**src/rtl/wbu_commit.sv**
```systemverilog
// Write-back / commit stage: retires one LSU result at a time, writes GPR/CSR,
// handles ecall/mret trap bookkeeping and hands the next PC back to the IFU.
module wbu_commit #(
    parameter logic [31:0] RESET_PC   = 32'h8000_0000,
    parameter logic [31:0] ECALL_CODE = 32'd11
) (
    input  logic        clk,
    input  logic        rst,

    input  logic        valid_in_lsu,
    output logic        ready_out_lsu,
    input  logic        ben,
    input  logic        is_ecall,
    input  logic        is_mret,
    input  logic [31:0] pc,
    input  logic [6:0]  opcode,
    input  logic [4:0]  rd,
    input  logic        gpr_wen,
    input  logic [31:0] alu_out,
    input  logic [31:0] rdata,
    input  logic [31:0] csr_out,
    input  logic        csr_wen,
    input  logic [11:0] csr_waddr,
    input  logic [31:0] csr_wdata,
    input  logic [31:0] jmp_target,

    output logic        gpr_we,
    output logic [4:0]  gpr_waddr,
    output logic [31:0] gpr_wdata,
    output logic        csr_we,
    output logic [11:0] csr_wa,
    output logic [31:0] csr_wd,

    output logic        valid_out_ifu,
    input  logic        ready_in_ifu,
    output logic [31:0] next_pc,
    output logic [63:0] retire_cnt
);

    localparam logic [2:0] S_BOOT     = 3'd0;
    localparam logic [2:0] S_IDLE     = 3'd1;
    localparam logic [2:0] S_COMMIT   = 3'd2;
    localparam logic [2:0] S_TRAP     = 3'd3;
    localparam logic [2:0] S_REDIRECT = 3'd4;

    localparam logic [6:0] OP_LOAD   = 7'b0000011;
    localparam logic [6:0] OP_JAL    = 7'b1101111;
    localparam logic [6:0] OP_JALR   = 7'b1100111;
    localparam logic [6:0] OP_SYSTEM = 7'b1110011;

    localparam logic [11:0] CSR_MEPC   = 12'h341;
    localparam logic [11:0] CSR_MCAUSE = 12'h342;

    logic [2:0]  state;
    logic [2:0]  state_nxt;

    logic        l_ben;
    logic        l_ecall;
    logic        l_mret;
    logic [31:0] l_pc;
    logic [6:0]  l_opcode;
    logic [4:0]  l_rd;
    logic        l_gpr_wen;
    logic [31:0] l_alu_out;
    logic [31:0] l_rdata;
    logic [31:0] l_csr_out;
    logic        l_csr_wen;
    logic [11:0] l_csr_waddr;
    logic [31:0] l_csr_wdata;
    logic [31:0] l_jmp_target;

    logic        in_boot;
    logic        in_idle;
    logic        in_commit;
    logic        in_trap;
    logic        in_redirect;
    logic        lsu_fire;
    logic        ifu_fire;

    logic        is_load;
    logic        is_jal;
    logic        is_jalr;
    logic        is_system;
    logic [31:0] pc_plus4;
    logic [31:0] wb_data;
    logic [31:0] npc_commit;

    assign in_boot     = (state == S_BOOT);
    assign in_idle     = (state == S_IDLE);
    assign in_commit   = (state == S_COMMIT);
    assign in_trap     = (state == S_TRAP);
    assign in_redirect = (state == S_REDIRECT);

    assign lsu_fire = in_idle & valid_in_lsu;
    assign ifu_fire = (in_boot | in_redirect) & ready_in_ifu;

    assign is_load   = (l_opcode == OP_LOAD);
    assign is_jal    = (l_opcode == OP_JAL);
    assign is_jalr   = (l_opcode == OP_JALR);
    assign is_system = (l_opcode == OP_SYSTEM);
    assign pc_plus4  = l_pc + 32'd4;

    always_comb begin
        state_nxt = state;
        unique case (state)
            S_BOOT:     if (ready_in_ifu) state_nxt = S_IDLE;
            S_IDLE:     if (valid_in_lsu) state_nxt = S_COMMIT;
            S_COMMIT:   state_nxt = l_ecall ? S_TRAP : S_REDIRECT;
            S_TRAP:     state_nxt = S_REDIRECT;
            S_REDIRECT: if (ready_in_ifu) state_nxt = S_IDLE;
            default:    state_nxt = S_BOOT;
        endcase
    end

    always_comb begin
        wb_data = l_alu_out;
        unique case (1'b1)
            is_load:           wb_data = l_rdata;
            is_jal, is_jalr:   wb_data = pc_plus4;
            is_system:         wb_data = l_csr_out;
            default:           wb_data = l_alu_out;
        endcase
    end

    // Trap entry/return take precedence over any control-flow target.
    always_comb begin
        if (l_ecall || l_mret)
            npc_commit = l_csr_out;
        else if (is_jalr)
            npc_commit = l_jmp_target & ~32'd1;
        else if (is_jal || l_ben)
            npc_commit = l_jmp_target;
        else
            npc_commit = pc_plus4;
    end

    always_ff @(posedge clk or posedge rst) begin
        if (rst) begin
            state      <= S_BOOT;
            next_pc    <= RESET_PC;
            retire_cnt <= 64'd0;
        end else begin
            state <= state_nxt;
            if (in_commit) begin
                next_pc    <= npc_commit;
                retire_cnt <= retire_cnt + 64'd1;
            end
        end
    end

    always_ff @(posedge clk or posedge rst) begin
        if (rst) begin
            l_ben        <= 1'b0;
            l_ecall      <= 1'b0;
            l_mret       <= 1'b0;
            l_pc         <= 32'd0;
            l_opcode     <= 7'd0;
            l_rd         <= 5'd0;
            l_gpr_wen    <= 1'b0;
            l_alu_out    <= 32'd0;
            l_rdata      <= 32'd0;
            l_csr_out    <= 32'd0;
            l_csr_wen    <= 1'b0;
            l_csr_waddr  <= 12'd0;
            l_csr_wdata  <= 32'd0;
            l_jmp_target <= 32'd0;
        end else if (lsu_fire) begin
            l_ben        <= ben;
            l_ecall      <= is_ecall;
            l_mret       <= is_mret;
            l_pc         <= pc;
            l_opcode     <= opcode;
            l_rd         <= rd;
            l_gpr_wen    <= gpr_wen;
            l_alu_out    <= alu_out;
            l_rdata      <= rdata;
            l_csr_out    <= csr_out;
            l_csr_wen    <= csr_wen;
            l_csr_waddr  <= csr_waddr;
            l_csr_wdata  <= csr_wdata;
            l_jmp_target <= jmp_target;
        end
    end

    assign ready_out_lsu = in_idle;
    assign valid_out_ifu = in_boot | in_redirect;

    assign gpr_we    = in_commit & l_gpr_wen & (l_rd != 5'd0);
    assign gpr_waddr = l_rd;
    assign gpr_wdata = wb_data;

    // ecall overrides the instruction's own CSR write with the mepc save.
    always_comb begin
        csr_we = 1'b0;
        csr_wa = l_csr_waddr;
        csr_wd = l_csr_wdata;
        if (in_commit) begin
            if (l_ecall) begin
                csr_we = 1'b1;
                csr_wa = CSR_MEPC;
                csr_wd = l_pc;
            end else begin
                csr_we = l_csr_wen;
            end
        end else if (in_trap) begin
            csr_we = 1'b1;
            csr_wa = CSR_MCAUSE;
            csr_wd = ECALL_CODE;
        end
    end

    logic unused_ok;
    assign unused_ok = ifu_fire;

endmodule
```
**config.mk**
```make
export PLATFORM = sky130hd
export DESIGN_NAME = wbu_commit
export DESIGN_NICKNAME = d
export VERILOG_FILES = /design/src/rtl/wbu_commit.sv
export SDC_FILE = /design/constraint.sdc
export NUM_CORES = 1
export LEC_CHECK = 0
export ABC_AREA = 1
export BUFFER_PORTS_ARGS = -buffer_cell sky130_fd_sc_hd__buf_4
export CORE_MARGIN = 3
export CORE_UTILIZATION = 58
export CTS_CLUSTER_SIZE = 20
export DETAILED_ROUTE_END_ITERATION = 10
export PLACE_DENSITY = 0.86
export SYNTH_ARGS = -nofsm -noshare
export SYNTH_HDL_FRONTEND = slang
export SYNTH_SLANG_ARGS = --single-unit
```
**constraint.sdc**
```tcl
create_clock -name clk -period 17.75 [get_ports clk]
set_input_delay 3.55 -clock clk [delete_from_list [all_inputs] [get_ports clk]]
set_output_delay 3.55 -clock clk [all_outputs]
set_load 0.05 [all_outputs]
```
======== Word-level counts from Yosys, hierarchy flattened ========
Index checks and enable logic that the tools add are counted.
storage, ports and cells
  bits in registers ....................... 320
  latch bits .............................. 0
  bits in writable memories ............... 0
  memory bits (read-only) ................. 0
  output and inout port bits .............. 181
  logic and storage cells ................. 57
  memories kept ........................... 0
operators by class
  add/subtract/negate cells ............... 2
  multipliers ............................. 0
  div/mod/pow operators ................... 0
  magnitude comparators ................... 0
  equal/unequal tests ..................... 10
  shift operators ......................... 0
  mux-type cells .......................... 17
  bitwise logic cells ..................... 4
  reductions and logical operators ........ 7
operators with widths
  operator                                       count
  two-way mux 32 bit                             6
  one-hot mux 32 bit (3 select lines)            1
  adder 64 x 1 -> 64 bit, second input constant  1
  two-way mux 12 bit                             3
  adder 32 x 3 -> 32 bit, second input constant  1
  == test 7 bit, second input constant           3
  one-hot mux 3 bit (4 select lines)             1
  two-way mux 3 bit                              3
  == test 7 x 2 -> 1 bit, second input constant  1
  == test 3 x 2 -> 1 bit, second input constant  2
  nonzero test 5 bit                             1
  OR reduction 2 bit                             2
  bitwise AND 1 bit                              3
  == test 3 x 1 -> 1 bit, second input constant  1
  == test 3 bit, second input constant           1
  logical NOT 3 bit                              1
  two-way mux 1 bit                              3
  logical OR 1 bit                               2
  != test 2 x 1 -> 1 bit, second input constant  1
  != test 2 bit, second input constant           1
  AND reduction 2 bit                            1
  OR 1 bit                                       1

======== Depth between registers and ports, before layout ========
  word-level depth ........................ 5
  mapped depth ............................ 12
  depth with buffers taken out ............ 12

======== Least setup slack after synthesis ========
Ideal clock, no wire load.
  kind .................................... register to output
  from .................................... register state[2]
  to ...................................... output port csr_wd[23]
  data arrival time ....................... 2158 ps
  slack ................................... 12042 ps
  stages on the path, launching flop included .. 7
  buffers on the path ..................... 1
  cell sequence ........................... dfrtp_1 > inv_1 > nand2_1 > nor2_4 > nand2_1 > clkbuf_1 > o21ai_0
on the way
  cells in the longest elaborated chain, start to end .. 3
  elaborated cells on any way between the ends .. 4
  those cells by class .................... 2 x eq/ne; 2 x mux
ends and longest elaborated chain
  item                    line  text
  from (decl)             54    logic [2:0] state;
  from (signal assigned)  143   state <= state_nxt;
  == test 3 x 2 -> 1 bit  91    assign in_trap = (state == S_TRAP);
  two-way mux 32 bit      205   end else if (in_trap) begin
  two-way mux 32 bit (*)  197   if (in_commit) begin
  to (decl)               32    output logic [31:0] csr_wd,
Every way passes the cells marked *; elsewhere a longest branch is shown, timed or not.

======== Worst setup path after layout ========
  from .................................... register state[1]
  to ...................................... output port csr_wa[9]
on the way
  cells in the longest elaborated chain, start to end .. 3
  elaborated cells on any way between the ends .. 4
  those cells by class .................... 2 x eq/ne; 2 x mux
ends and longest elaborated chain
  item                    line  text
  == test 3 x 2 -> 1 bit  91
  two-way mux 12 bit      205
  two-way mux 12 bit (*)  197
  to (decl)               31    output logic [11:0] csr_wa,
Marks and branches as above.

==> flow_summary.toml <==
[clocking]
cts_tree = "built"
cts_num_sinks = 320
cts.clk_slew.worst_paths_ns = 0.06
ctsHoldBuffers = 0
clk_path_buf_depth = 3
cts-root-buf = "clkbuf_16"
cts_resized = 0
cts.htree.levels = 2
clk_latency_ns = 0.53
postCtsSetupRepairBufs = 0
number_of_buffers_created_by_cts = 35

[placed_design]
place_congestion = 0.931
port-buffer-count = 405
dpl.hpwl_mm = 38.3
dp.cells = 2609

[sta]
achievable-frequency_mhz = 149
setup_viol = 0
final_hold_viol_count = 0
skew_ns = 0.0286
timing.final.max_slew_violations = 0
post-route-period-util_pct = 37.9
timing.final.crit_period_ns = 6.73
timing.slew.headroom_pct = 20.3
grt_setup_unrepaired = "false"
finalSetupTns_ns = 0
worst_pin_slew_ns = 1.19

[global_routing]
grt_first_pass_wirelength_mm = 82.3
first_global_vias = 15500
grt_max_degree = 181
groute.usage.overall_pct = 34.0
gr-total-overflow = 0
grt_antenna_before_repair = 3

[synth]
ys_seq_elements = 320
seq_area_frac_synth_pct = 48.9
synth.net_count = 2122
synth_enable_flop_cells = 0
syn_avg_cell_area_um2 = 8.64
synth.lib_cells_used.distinct = 43
synth_cells = 1895
netlist_area_um2 = 16400
synthesis.yosys.warnings = 0
synth_flop_type = "dfrtp_1"
async_reset_ff_share_pct = 100

[floorplan]
starting_density_of_the_core_pct = 59.9
coreArea_um2 = 27300
die_h_um = 174
floorplan.rows = 60
die_w_um = 174
pin_count = 406
fp.dieArea_um2 = 30300

[worst_hold_path]
hold_path_class = "register to register"
hold-path-cell-count = 2

[setup_path]
reg2reg_depth = 7
crit_path_cell_trace = "nand2_1 > nor2_4 > nand2_1 > inv_2 > nor2_2 > buf_4 > inv_2 > or2_2 > buf_4"
critPathCaptureType = "output port"
critical-path-max-stage-delay_ns = 0.75
setup.worst_path.start_class = "register"
slowest_stage = "nand2_1"
timing_worst_setup_path_type = "register to output port"
critical_path_peak_fanout = 36
crit_path_required_time_ns = 14.20
timing.critical_path.arrival_ns = 3.18

[drt]
routed-wl-met3_mm = 4.01
metal2_wl_mm = 26.2
finalWirelength_mm = 52.4
routedLengthMet1_mm = 19.4
drc_errors = 0
post_drt_wl_per_cell_um = 19.6
vias = 14800
initialDrtViolationCount = 1171
vias_per_cell = 5.53
drtPass1Iterations = 6
count_of_antenna_violating_nets_left_after_detailed_routing = 0
top_signal_layer_used = "met5"

[pwr]
peakVddDrop_mv = 0.167
power.density_nw_per_um2 = 188
totalPowerFinal_mw = 3.90
power.leakage_nw = 10.5

[cells_and_area]
layout-drive-gt1-share_pct = 28.6
layout.area.seq_um2 = 8010
layout.nets = 2501
finish.cell_count_without_fillers = 2673
n_fill_cell = 1969
multi_input_area_um2 = 7190
layout-area-overhead-vs-synth_pct = 26.7

[run_status]
run_status = "finished clean"

[flow_run]
drv_cap = 0
report_power, final:
part	switching, mW	leakage (nW)	internal [mW]	total [mW]
logic	1.26	6.15	0.661	1.93
clock network	0.305	0.592	0.447	0.752
registers	0.203	3.78	1.02	1.22
cells in the mapped netlist (6+ instances only):
cell type | instances | area share (%)
nand2_1 | 425 | 9.7
dfrtp_1 | 319 | 49
nor2_1 | 259 | 5.9
inv_1 | 192 | 4.4
a21oi_1 | 180 | 5.5
mux2_4 | 70 | 6.4
nand3_1 | 67 | 2.0
o21ai_0 | 61 | 1.9
mux2_2 | 50 | 3.4
xor2_1 | 35 | 1.9
or2_2 | 28 | 1.1
buf_2 | 23 | 0.70
clkbuf_1 | 22 | 0.50
xnor2_1 | 18 | 0.96
buf_6 | 17 | 1.2
nand4_1 | 15 | 0.57
o2111ai_1 | 14 | 0.75
a21boi_1 | 12 | 0.55
nor2_2 | 12 | 0.46
nor3_1 | 12 | 0.37
buf_1 | 8 | 0.18
inv_2 | 8 | 0.18
a21boi_0 | 6 | 0.28
cells in the final DEF, fill, tap and decap left out, types with 2 or more instances in the layout:
| cell type | netlist | routed |
|---|---|---|
| nor2_1 | 259 | 259 |
| nand2_1 | 425 | 425 |
| inv_6 | 0 | 2 |
| nor3_2 | 2 | 2 |
| nand3b_1 | 5 | 5 |
| ha_1 | 2 | 2 |
| a2bb2oi_1 | 5 | 5 |
| mux2_4 | 70 | 70 |
| o2111ai_1 | 14 | 14 |
| clkbuf_1 | 22 | 4 |
| inv_1 | 192 | 191 |
| dfrtp_1 | 319 | 319 |
| clkinv_2 | 0 | 9 |
| o21ai_0 | 61 | 61 |
| xor2_1 | 35 | 35 |
| a22oi_1 | 2 | 2 |
| nand3_1 | 67 | 67 |
| nand3_2 | 2 | 2 |
| nor2_4 | 4 | 4 |
| clkbuf_16 | 0 | 36 |
| mux2_2 | 50 | 50 |
| clkbuf_8 | 0 | 7 |
| bufinv_16 | 0 | 3 |
| nor2_2 | 12 | 12 |
| a21boi_0 | 6 | 6 |
| buf_4 | 1 | 412 |
| a21boi_1 | 12 | 12 |
| a21oi_1 | 180 | 180 |
| or2_2 | 28 | 28 |
| xnor2_1 | 18 | 18 |
| nor3_1 | 12 | 12 |
| nand2_2 | 5 | 4 |
| nand4_1 | 15 | 15 |
| nor4_1 | 3 | 3 |
| clkinv_1 | 2 | 2 |
| inv_2 | 8 | 8 |
registers in the layout, summed over array words and instances (netlist names):
register	count
l_csr_wen	1
l_mret	1
l_csr_out	32
gpr_waddr	5
retire_cnt	64
next_pc	32
l_jmp_target	32
l_csr_waddr	12
l_csr_wdata	32
l_opcode	7
state	3
l_gpr_wen	1
l_rdata	32
l_ecall	1
l_ben	1
l_pc	32
l_alu_out	32
critical path: cells and delay by family (launching register included):
family / cells / cell delay (ns)
buffers and inverters: 4 / 0.85
AND/OR/NAND/NOR: 5 / 1.36
flip-flops: 1 / 0.42
final timing paths:
| check | slack [ns] | start | end |
|---|---|---|---|
| max | 11.02 | state[1]$_DFFE_PP0P_ | csr_wa[9] |
| min | 0.49 | next_pc[18]$_DFFE_PP0P_ | next_pc[18]$_DFFE_PP0P_ |
| max reg2reg | 14.89 | state[0]$_DFFE_PP0P_ | l_csr_waddr[8]$_DFFE_PP0P_ |
| min reg2reg | 0.49 | next_pc[18]$_DFFE_PP0P_ | next_pc[18]$_DFFE_PP0P_ |
| max in group asynchronous | 12.95 | rst | l_alu_out[3]$_DFFE_PP0P_ |
| min in group asynchronous | 3.23 | rst | retire_cnt[12]$_DFFE_PP0P_ |
cells by family (layout without fill, tap and decap cells):
group	Yosys count	count (layout)	share of synthesized area, %
AOI/OAI and AO/OA	285	285	9.51
and+or+nand+nor	842	842	21.5
DFF	320	320	48.9
other	0	1	0
xor gates and xnor gates	53	53	2.84
buffers and inverters	273	678	7.24
adders and majority gates	2	2	0.153
muxes	120	120	9.86
metal layers:
layer / global-route usage, % / vias up
met2: 59.6 / 663
li1: - / 6835
met5: 0 / -
met3: 7.45 / 180
met4: 16.0 / 4
met1: 39.8 / 7100
stage by stage:
stage	setup WS [ns]	hold slack, ns	utilization (%)	area (um^2)
4_1_cts	11.03	0.488	75.9	20700
3_3_place_gp	11.67	0.457	71.5	19500
6_report	11.02	0.488	75.9	20700
2_1_floorplan	5.35	0.471	-	16400
3_5_place_dp	11.61	0.471	71.5	19500
5_1_grt	10.79	0.516	75.9	20700
cell type report:
class / instances / area share (%)
inverter: 202 / 3.69
multi-input combinational: 1302 / 34.7
clock inverter: 16 / 0.851
timing repair buffer: 413 / 15.0
clock buffer: 47 / 4.88
sequential: 320 / 38.6
antenna: 1 / 0.0121
tap: 372 / 2.24
No activity file was read; power rests on OpenSTA's default activity.
